<file path="src/rtl/camera_capture_sequencer.sv">
// camera_capture_sequencer
// Oversamples a camera port (pclk/hsync/vsync/data) in the system clock domain.
// On a start request it arms, waits for the next full frame and emits one
// region-of-interest window of that frame as single-cycle pixel strobes.
//
// Ports:
//   clk, reset                      system clock, async active-high reset
//   cam_pclk/hsync/vsync/data       camera pins, already synchronized to clk
//   start, cfg_left/width/top/height capture request and ROI window
//   busy, frame_done                capture in progress / completion pulse
//   short_frame, cfg_err            frame ended early / rejected config
//   pix_valid, pix_data, pix_x/y    ROI pixel strobe, data and ROI coordinates
//   line_end, frame_end             last ROI column / last ROI pixel markers
module camera_capture_sequencer #(
    parameter int unsigned DATA_W = 8,
    parameter int unsigned XW     = 10,
    parameter int unsigned YW     = 9
) (
    input  logic              clk,
    input  logic              reset,
    input  logic              cam_pclk,
    input  logic              cam_hsync,
    input  logic              cam_vsync,
    input  logic [DATA_W-1:0] cam_data,
    input  logic              start,
    input  logic [XW-1:0]     cfg_left,
    input  logic [XW-1:0]     cfg_width,
    input  logic [YW-1:0]     cfg_top,
    input  logic [YW-1:0]     cfg_height,
    output logic              busy,
    output logic              frame_done,
    output logic              short_frame,
    output logic              cfg_err,
    output logic              pix_valid,
    output logic [DATA_W-1:0] pix_data,
    output logic [XW-1:0]     pix_x,
    output logic [YW-1:0]     pix_y,
    output logic              line_end,
    output logic              frame_end
);

    typedef enum logic [2:0] {
        ST_IDLE,
        ST_ARM,
        ST_WAIT_FRAME,
        ST_CAPTURE,
        ST_DONE
    } state_t;

    state_t state_q, state_d;

    logic              s1_pclk_q, s1_hs_q, s1_vs_q;
    logic              s2_pclk_q, s2_hs_q, s2_vs_q;
    logic [DATA_W-1:0] s1_data_q;

    logic [XW-1:0]     cx_q, cx_d;
    logic [YW-1:0]     cy_q, cy_d;

    logic [XW-1:0]     left_q, left_d, width_q, width_d;
    logic [YW-1:0]     top_q, top_d, height_q, height_d;

    logic              busy_q, busy_d;
    logic              frame_done_q, frame_done_d;
    logic              short_frame_q, short_frame_d;
    logic              cfg_err_q, cfg_err_d;
    logic              pix_valid_q, pix_valid_d;
    logic [DATA_W-1:0] pix_data_q, pix_data_d;
    logic [XW-1:0]     pix_x_q, pix_x_d;
    logic [YW-1:0]     pix_y_q, pix_y_d;
    logic              line_end_q, line_end_d;
    logic              frame_end_q, frame_end_d;

    logic              pclk_rise, hs_fall, vs_rise, vs_fall, hs_active;
    logic [XW:0]       x_end;
    logic [YW:0]       y_end;
    logic              in_x, in_y, roi_hit;
    logic [XW-1:0]     rel_x;
    logic [YW-1:0]     rel_y;
    logic              hit_line_end, hit_frame_end;

    // Edge detection on the oversampled camera controls.
    always_comb begin
        pclk_rise = s1_pclk_q & ~s2_pclk_q;
        hs_fall   = ~s1_hs_q & s2_hs_q;
        vs_rise   = s1_vs_q & ~s2_vs_q;
        vs_fall   = ~s1_vs_q & s2_vs_q;
        // s2 keeps the line open for a pclk edge coinciding with hsync falling
        hs_active = s1_hs_q | s2_hs_q;
    end

    // Camera column/row counters, saturating.
    always_comb begin
        cx_d = cx_q;
        if (hs_fall || vs_rise) begin
            cx_d = '0;
        end else if (pclk_rise && s1_hs_q && (cx_q != '1)) begin
            cx_d = cx_q + XW'(1);
        end

        cy_d = cy_q;
        if (vs_rise) begin
            cy_d = '0;
        end else if (hs_fall && s1_vs_q && (cy_q != '1)) begin
            cy_d = cy_q + YW'(1);
        end
    end

    // ROI window decode; end bounds are one bit wider so they never wrap.
    always_comb begin
        x_end         = {1'b0, left_q} + {1'b0, width_q};
        y_end         = {1'b0, top_q} + {1'b0, height_q};
        in_x          = (cx_q >= left_q) && ({1'b0, cx_q} < x_end);
        in_y          = (cy_q >= top_q) && ({1'b0, cy_q} < y_end);
        roi_hit       = pclk_rise && hs_active && in_x && in_y;
        rel_x         = cx_q - left_q;
        rel_y         = cy_q - top_q;
        hit_line_end  = (rel_x == width_q - XW'(1));
        hit_frame_end = hit_line_end && (rel_y == height_q - YW'(1));
    end

    // Sequencer next-state and registered-output logic.
    always_comb begin
        state_d       = state_q;
        left_d        = left_q;
        width_d       = width_q;
        top_d         = top_q;
        height_d      = height_q;
        frame_done_d  = 1'b0;
        short_frame_d = short_frame_q;
        cfg_err_d     = cfg_err_q;
        pix_valid_d   = 1'b0;
        pix_data_d    = pix_data_q;
        pix_x_d       = pix_x_q;
        pix_y_d       = pix_y_q;
        line_end_d    = 1'b0;
        frame_end_d   = 1'b0;

        case (state_q)
            ST_IDLE: begin
                if (start) begin
                    left_d        = cfg_left;
                    width_d       = cfg_width;
                    top_d         = cfg_top;
                    height_d      = cfg_height;
                    short_frame_d = 1'b0;
                    cfg_err_d     = 1'b0;
                    if ((cfg_width == '0) || (cfg_height == '0)) begin
                        cfg_err_d = 1'b1;
                        state_d   = ST_DONE;
                    end else begin
                        state_d   = ST_ARM;
                    end
                end
            end
            ST_ARM: begin
                // never start inside a frame that is already running
                if (!s1_vs_q) begin
                    state_d = ST_WAIT_FRAME;
                end
            end
            ST_WAIT_FRAME: begin
                if (vs_rise) begin
                    state_d = ST_CAPTURE;
                end
            end
            ST_CAPTURE: begin
                if (roi_hit) begin
                    pix_valid_d = 1'b1;
                    pix_data_d  = s1_data_q;
                    pix_x_d     = rel_x;
                    pix_y_d     = rel_y;
                    line_end_d  = hit_line_end;
                    frame_end_d = hit_frame_end;
                    if (hit_frame_end) begin
                        state_d = ST_DONE;
                    end
                end
                // the final pixel wins over a coincident end of frame
                if (vs_fall && !(roi_hit && hit_frame_end)) begin
                    short_frame_d = 1'b1;
                    state_d       = ST_DONE;
                end
            end
            ST_DONE: begin
                frame_done_d = 1'b1;
                state_d      = ST_IDLE;
            end
            default: begin
                state_d = ST_IDLE;
            end
        endcase

        busy_d = (state_d != ST_IDLE);
    end

    // State, sampling stage, counters, shadow config and outputs.
    always_ff @(posedge clk or posedge reset) begin
        if (reset) begin
            state_q       <= ST_IDLE;
            s1_pclk_q     <= 1'b0;
            s1_hs_q       <= 1'b0;
            s1_vs_q       <= 1'b0;
            s1_data_q     <= '0;
            s2_pclk_q     <= 1'b0;
            s2_hs_q       <= 1'b0;
            s2_vs_q       <= 1'b0;
            cx_q          <= '0;
            cy_q          <= '0;
            left_q        <= '0;
            width_q       <= '0;
            top_q         <= '0;
            height_q      <= '0;
            busy_q        <= 1'b0;
            frame_done_q  <= 1'b0;
            short_frame_q <= 1'b0;
            cfg_err_q     <= 1'b0;
            pix_valid_q   <= 1'b0;
            pix_data_q    <= '0;
            pix_x_q       <= '0;
            pix_y_q       <= '0;
            line_end_q    <= 1'b0;
            frame_end_q   <= 1'b0;
        end else begin
            state_q       <= state_d;
            s1_pclk_q     <= cam_pclk;
            s1_hs_q       <= cam_hsync;
            s1_vs_q       <= cam_vsync;
            s1_data_q     <= cam_data;
            s2_pclk_q     <= s1_pclk_q;
            s2_hs_q       <= s1_hs_q;
            s2_vs_q       <= s1_vs_q;
            cx_q          <= cx_d;
            cy_q          <= cy_d;
            left_q        <= left_d;
            width_q       <= width_d;
            top_q         <= top_d;
            height_q      <= height_d;
            busy_q        <= busy_d;
            frame_done_q  <= frame_done_d;
            short_frame_q <= short_frame_d;
            cfg_err_q     <= cfg_err_d;
            pix_valid_q   <= pix_valid_d;
            pix_data_q    <= pix_data_d;
            pix_x_q       <= pix_x_d;
            pix_y_q       <= pix_y_d;
            line_end_q    <= line_end_d;
            frame_end_q   <= frame_end_d;
        end
    end

    assign busy        = busy_q;
    assign frame_done  = frame_done_q;
    assign short_frame = short_frame_q;
    assign cfg_err     = cfg_err_q;
    assign pix_valid   = pix_valid_q;
    assign pix_data    = pix_data_q;
    assign pix_x       = pix_x_q;
    assign pix_y       = pix_y_q;
    assign line_end    = line_end_q;
    assign frame_end   = frame_end_q;

endmodule

</file>
<file path="config.mk">
export PLATFORM = sky130hd
export DESIGN_NAME = camera_capture_sequencer
export DESIGN_NICKNAME = d
export VERILOG_FILES = /design/src/rtl/camera_capture_sequencer.sv
export SDC_FILE = /design/constraint.sdc
export NUM_CORES = 1
export LEC_CHECK = 0
export ABC_AREA = 1
export CORE_AREA = 2 2 123 125
export CTS_CLUSTER_DIAMETER = 50
export CTS_CLUSTER_SIZE = 10
export DETAILED_ROUTE_END_ITERATION = 16
export DIE_AREA = 0 0 125 127
export GPL_TIMING_DRIVEN = 0
export PLACE_DENSITY = 0.72
export SYNTH_ARGS = -nofsm -noshare
export SYNTH_HDL_FRONTEND = slang
export SYNTH_SLANG_ARGS = --single-unit
</file>
<file path="constraint.sdc">
create_clock -name clk -period 8.6 [get_ports clk]
set_input_delay 1.29 -clock clk [delete_from_list [all_inputs] [get_ports clk]]
set_output_delay 1.29 -clock clk [all_outputs]
set_load 0.005 [all_outputs]
</file>
==> results by group <==
Cells and area
  • Ant diodes: 0
  • Area growth from synthesis to layout: 19.9%
  • # nets final: 1173
  • Fillers: 1313
  • Share of layout cells above drive strength 1: 4.14%
  • Storage cell area: 2700 µm²
  • Multi-input logic area: 3910 µm²

Timing
  • Setup_tns: 0 ps
  • Max Slew Vio Count: 0
  • Fmax: 282 MHz
  • RSZ-0062 raised after global routing: false
  • Fin crit period: 3550 ps
  • Part of the cycle the worst path needs: 41.3%
  • Final setup violation count: 0
  • Worst slew margin: 57.9%
  • Final hold viol count: 0
  • Setup Skew: 8.58 ps
  • Tightest Pin Transition: 626 ps

Yosys
  • Cell accounting for the most synthesized area: dfrtp_1
  • Most frequent cells after synthesis: nand2_1, inv_1, dfrtp_1
  • Post-synth cell types: 40
  • Cell count after synthesis: 960
  • Synthesized area: 7170 µm²
  • Most frequent cell after synthesis: nand2_1
  • Synth warnings: 0
  • Top cell type's share of synthesized area: 37.7%
  • Area contributors post-synth: dfrtp_1, nand2_1, ha_1
  • Fraction of registers with async set/reset: 100%
  • Syn Nets: 1076
  • Ys flop type: dfrtp_1
  • Post-synth EDFFs: 0
  • Post-Syn Area per Cell: 7.47 µm²
  • Register area share after synthesis: 37.7%
  • Yosys reg bits: 108

Clock tree
  • Postcts setup bufs: 0
  • Clock slew at the register clock pins of the worst setup and hold paths: 70 ps
  • Clk_lat worst skew: 350 ps
  • Root cell of the clock tree: clkbuf_16
  • CTS HTree Levels: 3
  • Num CTS Buffers: 9
  • Resized cells post-CTS: 0
  • CTS tree: done
  • Clock Path Buffers: 2
  • CTS hold repair buffers: 0
  • Clk sinks: 108

Floorplan
  • Initial Utilization: 49.7%
  • Die area: 15900 µm²
  • Die X: 125 µm
  • Core ar.: 14400 µm²
  • Cell row count: 44
  • Die Y: 127 µm
  • Number of top-level pins: 86

Placed design
  • Post-DP HPWL: 14400 µm
  • Placer congestion estimate: 0.931
  • I/O Buffers: 85

Drt
  • Routed WL: 18300 µm
  • DR iter-0 viols: 513
  • DRC viols: 0
  • Vias per inst: 5.21
  • Via Count: 6494
  • DRT Pass-1 Iters: 5
  • Drt wl/cell: 14.7 µm
  • ANT nets after route: 0

Power and ir drop
  • Sw Share: 45.9%
  • Combinational group share of total power: 56.6%
  • P_leak: 4.41 nW
  • Power per Cell Area: 313 nW/µm²
  • VDD IR max: 0.000142 V
  • Pint: 1.46 mW
  • Sw Pwr: 1.24 mW
  • Clock Power Share: 16.8%
  • Sequential power share: 26.6%
  • Tot Pwr: 2.70 mW

Critical path
  • WS Path Type: flop to flop
  • Slack of the worst reg-to-reg path: 5050 ps
  • Worst Path Required: 8840 ps
  • Startpoint types: flop
  • Reg2Reg Depth: 20
  • Reg-to-Reg Start: height_q[0]
  • Worst Setup SP: height_q[0]
  • Crit path to: pix_y[0]
  • CP Capture Type: flop
  • Reg2reg end: pix_y[0]
  • CP max FO: 10
  • Worst Path Arrival: 3790 ps

GRT
  • Number of global-route vias before repair: 5988
  • Initial antenna violation count: 0
  • Total gr overflow: 0
  • First-pass GRT wire length: 29700 µm
  • Largest net degree at the start of global routing: 67
  • GRT Overall Usage: 23.5%

Outcome
  • Status: finished, final reports clean

Flow run
  • Max-cap violation count: 0

Worst hold path
  • Worst Hold Class: flop to flop
-- power groups by stage --
stage	registers (mW)	clock network [mW]	logic, mW
finish	0.717	0.452	1.53
global route	0.727	0.482	1.74
CTS	0.714	0.461	1.51
detailed placement	0.722	0	1.50
global placement	0.721	0	1.47
floorplan	0.685	0	1.17
-- area by class of cell --
cell class / instances / area share, %
plain buffers: 13 / 0.669
clock buffers: 11 / 2.71
clock inverters: 5 / 1.00
inverters: 135 / 5.92
multi-input cells: 704 / 45.4
flip-flops and latches: 108 / 31.4
well taps: 184 / 2.68
repair buffers: 86 / 10.2
-- critical path: stages, from the launching register on --
cell and delay [ps]:
dfrtp_1 420, ha_1 250, inv_1 70, fa_1 400, o21ai_0 300, a21oi_1 120
o21ai_0 260, nand2_1 90, nand2_1 70, a21oi_1 70, xor2_1 150, ha_1 270
nand2_1 90, nand2_1 60, nand2_1 60, nand3_1 110, nor2_4 210, inv_2 90
buf_2 200, nand2_1 70, o21ai_1 50
-- flip-flops by register name, indices dropped and copies added (netlist names), 3 cells and up --
name       count
height_q       9
pix_data       8
cx_q          10
top_q          9
s1_data_q      8
pix_x         10
state_q        3
width_q       10
pix_y          9
cy_q           9
left_q        10
-- layout by cell type (no fill, tap or decap), types with 3 or more instances in the layout --
cell / n
nand2_1: 269
inv_1: 130
dfrtp_1: 108
clkdlybuf4s50_1: 85
nor2_1: 81
nand3_1: 65
ha_1: 60
o21ai_0: 58
a21oi_1: 37
xor2_1: 22
a31oi_1: 17
nand4_1: 16
nor3_1: 13
clkbuf_1: 10
a21o_1: 9
xnor2_1: 9
clkbuf_16: 9
o21ai_1: 6
mux2_2: 5
nor4_1: 4
inv_2: 4
buf_2: 4
nand3b_1: 4
fa_1: 4
nor2_2: 3
nand3_2: 3
clkinv_4: 3
-- kinds of logic (layout without fill, tap and decap cells) --
logic type                 after synthesis  count (layout)  synth area share [%]
AOI/OAI and AO/OA                      135             135                  10.3
xor gates and xnor gates                32              32                  4.01
adders and majority gates               64              64                  11.6
buffers and inverters                  148             250                  7.87
DFF                                    108             108                  37.7
muxes                                    5               5                 0.785
and+or+nand+nor                        468             468                  27.7
-- how the worst min path moves through the flow --
stage | startpoint | end | slack, ps | cells past startpoint
CTS | s1_pclk_q | s2_pclk_q | 390 | 0
global route | s1_pclk_q | s2_pclk_q | 390 | 0
finish | s1_pclk_q | s2_pclk_q | 380 | 0
floorplan | s1_pclk_q | s2_pclk_q | 350 | 0
detailed placement | s1_pclk_q | s2_pclk_q | 370 | 0
global placement | s1_pclk_q | s2_pclk_q | 370 | 0
-- per-stage QoR --
stage                     utilization (%)  cell area [µm²]  hold WS (ps)  std cells  setup WS, ps
final                                59.6             8600           383       1246          5050
after CTS                            59.6             8600           386       1246          5070
after detailed placement             57.4             8280           370       1230          5120
after floorplan                         -             7170           354        960          4460
after global routing                 59.6             8600           394       1246          4790
after global placement               57.2             8250           366       1229          2760
-- per-layer routing --
metal / GRT usage, % / wire length [µm] / up-vias
met5: 0 / 0 / -
met4: 6.41 / 239 / 0
met3: 3.52 / 958 / 16
met2: 36.6 / 8050 / 178
met1: 34.5 / 9040 / 2977
li1: - / - / 3323
Note: power is estimated with default switching activity, not from simulation.
